**src/rtl/traffic_light_pkg.sv**
```systemverilog
// traffic_light_pkg: lamp/state types and default timing shared by the intersection controller.
package traffic_light_pkg;

    typedef enum logic [1:0] {
        RED    = 2'b00,
        GREEN  = 2'b01,
        YELLOW = 2'b10,
        OFF    = 2'b11
    } traffic_light_t;

    typedef enum logic [1:0] {
        ST_ALL_RED,
        ST_GREEN,
        ST_YELLOW
    } tl_state_t;

    localparam int DEF_N_WAYS         = 4;
    localparam int DEF_GREEN_CYCLES   = 5;
    localparam int DEF_YELLOW_CYCLES  = 2;
    localparam int DEF_ALL_RED_CYCLES = 1;

    function automatic int tl_max3(input int a, input int b, input int c);
        return (a > b) ? ((a > c) ? a : c) : ((b > c) ? b : c);
    endfunction

endpackage

```
**src/rtl/tl_rr_arbiter.sv**
```systemverilog
// tl_rr_arbiter: combinational circular search for the first request after the last-served index.
module tl_rr_arbiter #(
    parameter  int N  = 4,
    localparam int AW = $clog2(N)
) (
    input  logic [N-1:0]  i_req,
    input  logic [AW-1:0] i_last,
    output logic [AW-1:0] o_grant,
    output logic          o_valid
);

    logic [AW-1:0] w_idx;

    // Scan farthest to nearest so the closest request after i_last wins; i_last itself is checked last.
    always_comb begin
        o_grant = i_last;
        o_valid = 1'b0;
        w_idx   = '0;
        for (int k = N; k >= 1; k--) begin
            w_idx = AW'((int'(i_last) + k) % N);
            if (i_req[w_idx]) begin
                o_grant = w_idx;
                o_valid = 1'b1;
            end
        end
    end

endmodule

```
**src/rtl/traffic_intersection.sv**
```systemverilog
// traffic_intersection: N-way signal controller with fixed or request-driven rotation and emergency preemption.
module traffic_intersection
    import traffic_light_pkg::*;
#(
    parameter  int N_WAYS         = DEF_N_WAYS,
    parameter  int GREEN_CYCLES   = DEF_GREEN_CYCLES,
    parameter  int YELLOW_CYCLES  = DEF_YELLOW_CYCLES,
    parameter  int ALL_RED_CYCLES = DEF_ALL_RED_CYCLES,
    localparam int AW             = $clog2(N_WAYS)
) (
    input  logic              clk,
    input  logic              asyn_reset,
    input  logic              actuated,
    input  logic              emerg,
    input  logic [N_WAYS-1:0] req,
    output traffic_light_t    lights [N_WAYS],
    output logic [AW-1:0]     active_way,
    output logic              green_start,
    output logic              all_red
);

    localparam int CW = $clog2(tl_max3(GREEN_CYCLES, YELLOW_CYCLES, ALL_RED_CYCLES) + 1);

    tl_state_t         r_state, w_state;
    logic [CW-1:0]     r_cnt, w_cnt;
    logic [AW-1:0]     r_way, w_way;
    logic [N_WAYS-1:0] r_pend, w_pend;
    logic              r_gs;
    logic [AW-1:0]     w_grant, w_next;
    logic              w_grant_vld, w_exp, w_other, w_enter;
    logic [N_WAYS-1:0] w_own, w_new_hot;

    tl_rr_arbiter #(.N(N_WAYS)) u_arb (
        .i_req   (r_pend),
        .i_last  (r_way),
        .o_grant (w_grant),
        .o_valid (w_grant_vld)
    );

    assign w_exp     = r_cnt <= CW'(1);
    assign w_next    = (r_way == AW'(N_WAYS - 1)) ? '0 : r_way + AW'(1);
    assign w_own     = N_WAYS'(1) << r_way;
    assign w_other   = |(r_pend & ~w_own);
    assign w_new_hot = N_WAYS'(1) << w_way;
    assign w_enter   = (w_state == ST_GREEN) && (r_state != ST_GREEN);

    always_comb begin
        w_state = r_state;
        w_way   = r_way;
        w_cnt   = w_exp ? r_cnt : r_cnt - CW'(1);
        case (r_state)
            ST_ALL_RED: begin
                if (emerg) begin
                    w_cnt = CW'(ALL_RED_CYCLES);
                end else if (w_exp && (!actuated || w_grant_vld)) begin
                    w_state = ST_GREEN;
                    w_cnt   = CW'(GREEN_CYCLES);
                    w_way   = actuated ? w_grant : w_next;
                end
            end
            ST_GREEN: begin
                if (emerg || (w_exp && (!actuated || w_other))) begin
                    w_state = ST_YELLOW;
                    w_cnt   = CW'(YELLOW_CYCLES);
                end
            end
            ST_YELLOW: begin
                if (w_exp) begin
                    w_state = ST_ALL_RED;
                    w_cnt   = CW'(ALL_RED_CYCLES);
                end
            end
            default: begin
                w_state = ST_ALL_RED;
                w_cnt   = CW'(ALL_RED_CYCLES);
            end
        endcase
        // The way currently lit cannot request itself; entering green consumes that way's request.
        w_pend = (r_pend | (req & ((r_state == ST_ALL_RED) ? '1 : ~w_own))) & (w_enter ? ~w_new_hot : '1);
    end

    always_ff @(posedge clk or posedge asyn_reset) begin
        if (asyn_reset) begin
            r_state <= ST_ALL_RED;
            r_cnt   <= CW'(ALL_RED_CYCLES);
            r_way   <= AW'(N_WAYS - 1);
            r_pend  <= '0;
            r_gs    <= 1'b0;
        end else begin
            r_state <= w_state;
            r_cnt   <= w_cnt;
            r_way   <= w_way;
            r_pend  <= w_pend;
            r_gs    <= w_enter;
        end
    end

    always_comb begin
        for (int i = 0; i < N_WAYS; i++) begin
            lights[i] = (AW'(i) != r_way)      ? RED    :
                        (r_state == ST_GREEN)  ? GREEN  :
                        (r_state == ST_YELLOW) ? YELLOW : RED;
        end
    end

    assign active_way  = r_way;
    assign green_start = r_gs;
    assign all_red     = r_state == ST_ALL_RED;

endmodule

```
**config.mk**
```make
export PLATFORM = sky130hd
export DESIGN_NAME = traffic_intersection
export DESIGN_NICKNAME = d
export VERILOG_FILES = /design/src/rtl/traffic_light_pkg.sv /design/src/rtl/tl_rr_arbiter.sv /design/src/rtl/traffic_intersection.sv
export SDC_FILE = /design/constraint.sdc
export NUM_CORES = 1
export LEC_CHECK = 0
export CAP_MARGIN = 0
export CORE_MARGIN = 2
export CORE_UTILIZATION = 50
export CTS_CLUSTER_DIAMETER = 60
export DETAILED_ROUTE_END_ITERATION = 6
export GPL_TIMING_DRIVEN = 0
export PLACE_DENSITY_LB_ADDON = 0.3
export SETUP_SLACK_MARGIN = 0.05
export SLEW_MARGIN = 20
export SYNTH_ARGS = -nofsm -noshare
export SYNTH_HDL_FRONTEND = slang
export SYNTH_SLANG_ARGS = --single-unit
```
**constraint.sdc**
```tcl
create_clock -name clk -period 3.28 [get_ports clk]
set_clock_uncertainty 0.1 [all_clocks]
set_input_delay 0.984 -clock clk [delete_from_list [all_inputs] [get_ports clk]]
set_output_delay 0.984 -clock clk [all_outputs]
set_load 0.05 [all_outputs]
```
======== Yosys cells after proc, flatten, opt, wreduce, memory -nomap -nowiden ========
Index checks and enable logic that the tools add are counted.
word-level totals
  flip-flop bits (word level) ............. 12
  latch bits .............................. 0
  memory bits (writable) .................. 0
  memory bits (read-only) ................. 0
  logic and storage cells ................. 82
  memories ................................ 0
cells by class
  add/sub/neg operators ................... 6
  multipliers ............................. 0
  divide/modulo/power cells ............... 0
  order comparisons ....................... 5
  equal/unequal tests ..................... 8
  shift operators ......................... 2
  muxes and demuxes ....................... 40
  bitwise logic cells ..................... 6
  reductions and logical operators ........ 10
operators by type and width
  cell                                                                               number
  2-bit 2-to-1 mux                                                                   19
  3-bit 2-to-1 mux                                                                   5
  4-bit bitwise AND                                                                  3
  2-bit by 3-bit less-than comparator with 1-bit output (second input constant)      4
  3-bit case mux with 3 select lines                                                 1
  1-bit binary-select mux with 2-bit select                                          4
  1-bit 2-to-1 mux                                                                   8
  4-bit 2-to-1 mux                                                                   2
  4-bit NOT                                                                          2
  1-bit by 2-bit << shifter with 4-bit output (first input constant)                 2
  2-bit by 1-bit adder with 2-bit output (second input constant)                     3
  2-bit case mux with 3 select lines                                                 1
  2-bit adder (second input constant)                                                2
  2-bit by 1-bit equality test with 1-bit output (second input constant)             2
  2-bit equality test (second input constant)                                        2
  2-bit inequality test (first input constant)                                       2
  4-bit OR                                                                           1
  4-bit OR reduction                                                                 1
  3-bit by 1-bit less-or-equal comparator with 1-bit output (second input constant)  1
  1-bit logical AND                                                                  3
  1-bit logical OR                                                                   3
  3-bit by 1-bit subtractor with 3-bit output (second input constant)                1
  2-bit logical NOT                                                                  1
  1-bit by 2-bit inequality test with 1-bit output (first input constant)            1
  3 further kinds                                                                    3

======== Longest topological paths before layout ========
  depth after elaboration ................. 16
  depth in mapped cells ................... 9
  mapped depth without buffers ............ 8

======== By module ========
A second synthesis with hierarchy kept.
unflattened totals
  cell total of the unflattened synthesis .. 110
  area, all modules ....................... 907.1 µm²
by module, submodules not included
  module                times used  cells an instance  area each (µm²)
  traffic_intersection  1           96                 824.5
  tl_rr_arbiter         1           14                 82.6

======== Worst setup path before layout ========
OpenSTA, ideal clock, no wires.
  path kind ............................... register to output
  from .................................... register r_way[0] (netlist: active_way[0])
  to ...................................... output lights[1] in the netlist's numbering
  data arrival time ....................... 2.092 ns
  slack ................................... 0.104 ns
  stages on the path, launching flop included .. 4
  cells stage by stage .................... dfstp_2 ha_1 inv_1 nor3_1
RTL lines
  what                    line                        RTL
  from (decl)             traffic_intersection.sv:26  logic [AW-1:0] r_way, w_way;
  from (signal assigned)  traffic_intersection.sv:86  r_way <= AW'(N_WAYS - 1);
  from (signal assigned)  traffic_intersection.sv:92  r_way <= w_way;
  to (decl)               traffic_intersection.sv:16  output traffic_light_t lights [N_WAYS],

==> flow_summary.yaml <==
floorplanning:
  initial_core_util_pct: 53.6
  die_h_um: 50.1
  fp.dieW_um: 50.1
  core_area_um2: 1980
  dieArea_um2: 2510
  rows: 16
  ios: 20
clock_tree:
  cts_tree: "done"
  cts_root_buf: "clkbuf_4"
  numCtsBuffers: 3
  clk_path_buf_depth: 2
  h-tree-depth: 1
  numClockSinks: 12
  clk_latency_ps: 270
  path_clk_slew_ps: 80
  cts-hold-fix-buffers: 0
sta:
  finalMaxSlewViolations: 0
  setup_viol: 0
  fin_crit_ps: 3100
  fin_ws_ps: 181
  hold_violations: 0
  worstMarginPinSlew_ps: 501
  fin_crit_sh_pct: 94.5
  fmax_mhz: 323
  rsz0062_at_grt: "no"
  slew_headroom_pct: 66.6
  setup_tns_ps: 0
power:
  clkPwrFrac_pct: 8.1
  cellPowerDensity_nw_per_um2: 1120
  p_leak_nw: 0.636
  p_total_mw: 1.48
  p_int_mw: 0.698
  max-vdd-ir-drop_mv: 0.674
  combinationalPowerShare_pct: 70.1
  seqPwrFrac_pct: 21.8
  power.switching_mw: 0.780
  switching_share_pct: 52.8
synth:
  synthTopCellsByArea: "dfrtp_1, ha_1, dfstp_2"
  syn_nets: 139
  synth_commonest_cells: "a21oi_1, inv_1, nand2_1, dfrtp_1, nor2_1"
  synth_edf_count: 0
  async_flop_share_pct: 100
  synth_flop_cell: "dfrtp_1"
  synth_top_area_cell: "dfrtp_1"
  yosys_warnings: 0
  syn_avg_cell_area_um2: 8.57
  synth_top_area_share_pct: 21.2
  yosys.cell_types.count: 43
  synth_most_common_cell: "a21oi_1"
  synthCells: 124
  yosysSeqAreaShare_pct: 28.6
  synthesis.area_um2: 1060
  ys_ff_latch: 12
routing:
  wirelength_um: 2510
  firstDrtPassIters: 4
  vias: 987
  drc: 0
  viasPerCell: 5.67
  wl_per_cell_um: 14.4
  antenna_left: 0
  drt_iter0_markers: 33
global_route:
  grt_max_degree: 13
  grt_overflow: 0
  grtUsageMet1_pct: 28.2
  antenna_found_initial: 0
  use_met2_pct: 37.3
  top_usage_layer: "met2"
  grt_use_met3_pct: 3.64
  grt_usage_pct: 22.0
  grt_pass1_vias: 1000
  grt_pass1_wl_um: 4260
setup_path:
  r2r-start: "active_way[0]"
  ff2ff_path_depth: 9
  r2r_setup_slack_ps: 490
  critPathCaptureType: "primary output"
  worstPathMaxFanout: 10
  path_class: "reg -> out"
  worstPathArrival_ps: 2010
  crit_required_ps: 2200
  startpoint_type: "register"
  r2r-end: "r_pend[0]"
place:
  place_ws_ps: 205
  dp_hpwl_um: 1920
  gp_congestion: 0.845
  port_buffers: 19
worst_hold_path:
  hold_path.class: "reg -> reg"
  holdPathEnd: "active_way[1]"
  min_path_cells: 1
  worstHoldStart: "active_way[1]"
finish:
  synthToLayoutAreaGrowth_pct: 24.5
  fill_cells: 159
  nets: 163
  antennaDiodeCount: 0
  drive_gt1_share_pct: 17.7
job:
  maxCapViolations: 0
status:
  status: "completed"
cells by family (layout without fill, tap and decap cells):
| group | Yosys count | after routing | synth area share [%] |
|---|---|---|---|
| flops | 12 | 12 | 28.6 |
| buf+inv | 17 | 40 | 6.71 |
| mux | 9 | 9 | 11.0 |
| compound gates | 34 | 34 | 21.3 |
| simple gates | 45 | 45 | 24.1 |
| fa+ha+maj | 7 | 7 | 8.24 |
sequential cells by signal (all words and copies together) (netlist names):
register	cells
r_pend	4
r_state	2
r_cnt	3
green_start	1
active_way	2
final cells by class:
type	count	area (µm²)	area share [%]
sequential	12	304	23.0
clock buffer	4	36.3	2.74
multi-input combinational	95	687	51.9
timing repair buffer	19	190	14.4
inverter	14	52.6	3.97
tap	27	33.8	2.55
buffer	3	18.8	1.42
through the flow:
step	hold WS (ps)	util, %	instances	instance area, µm²
after floorplan	429	-	124	1060
after global placement	461	64.9	170	1290
after detailed placement	467	64.9	170	1290
final	480	66.7	174	1320
after CTS	480	66.4	174	1320
after global routing	512	66.7	174	1320
routing by layer:
| layer | routed length (µm) | part of all wire (%) |
|---|---|---|
| met5 | 0 | 0 |
| met4 | 28 | 1.1 |
| met3 | 176 | 7.0 |
| met2 | 1250 | 50 |
| met1 | 1060 | 42 |
cells in the final DEF (no fill, tap or decap), types with 3 or more instances in the layout:
cell,n
o21ai_0,3
dfstp_2,3
nor3_1,6
dlygate4sd2_1,6
a21oi_1,15
inv_1,14
dlymetal6s2s_1,3
nand2_1,13
nand2b_1,3
clkdlybuf4s50_1,10
clkbuf_4,3
nor2_1,9
ha_1,7
dfrtp_1,9
mux2i_1,3
worst max path at each step:
stage | startpoint | to | cells after the start
floorplan | active_way[0] | lights[1] | 3
global placement | active_way[0] | lights[7] | 6
detailed placement | active_way[0] | lights[7] | 6
CTS | active_way[0] | lights[0] | 4
global route | active_way[0] | lights[3] | 6
finish | active_way[0] | lights[3] | 6
timing repair:
action / CTS / global route
buffers inserted: 0 / 0
endpoints found under the setup margin: 6 / 3
resized for setup: 6 / 3
endpoints found under the hold margin: 0 / 0
worst max-delay path, stage by stage (launching register included):
cell and delay, ps:
dfstp_2 650, buf_6 170, inv_1 90, ha_1 220, inv_1 110, nor3_1 60, dlygate4sd2_1 440
power groups by stage:
| stage | sequential (mW) | clock, mW | combinational (mW) |
|---|---|---|---|
| 2_1_floorplan | 0.354 | 0 | 0.747 |
| 3_3_place_gp | 0.319 | 0 | 0.998 |
| 3_5_place_dp | 0.324 | 0 | 1.04 |
| 4_1_cts | 0.321 | 0.120 | 1.03 |
| 5_1_grt | 0.335 | 0.125 | 1.13 |
| 6_report | 0.322 | 0.120 | 1.04 |
Power figures use the tool's default switching activity.
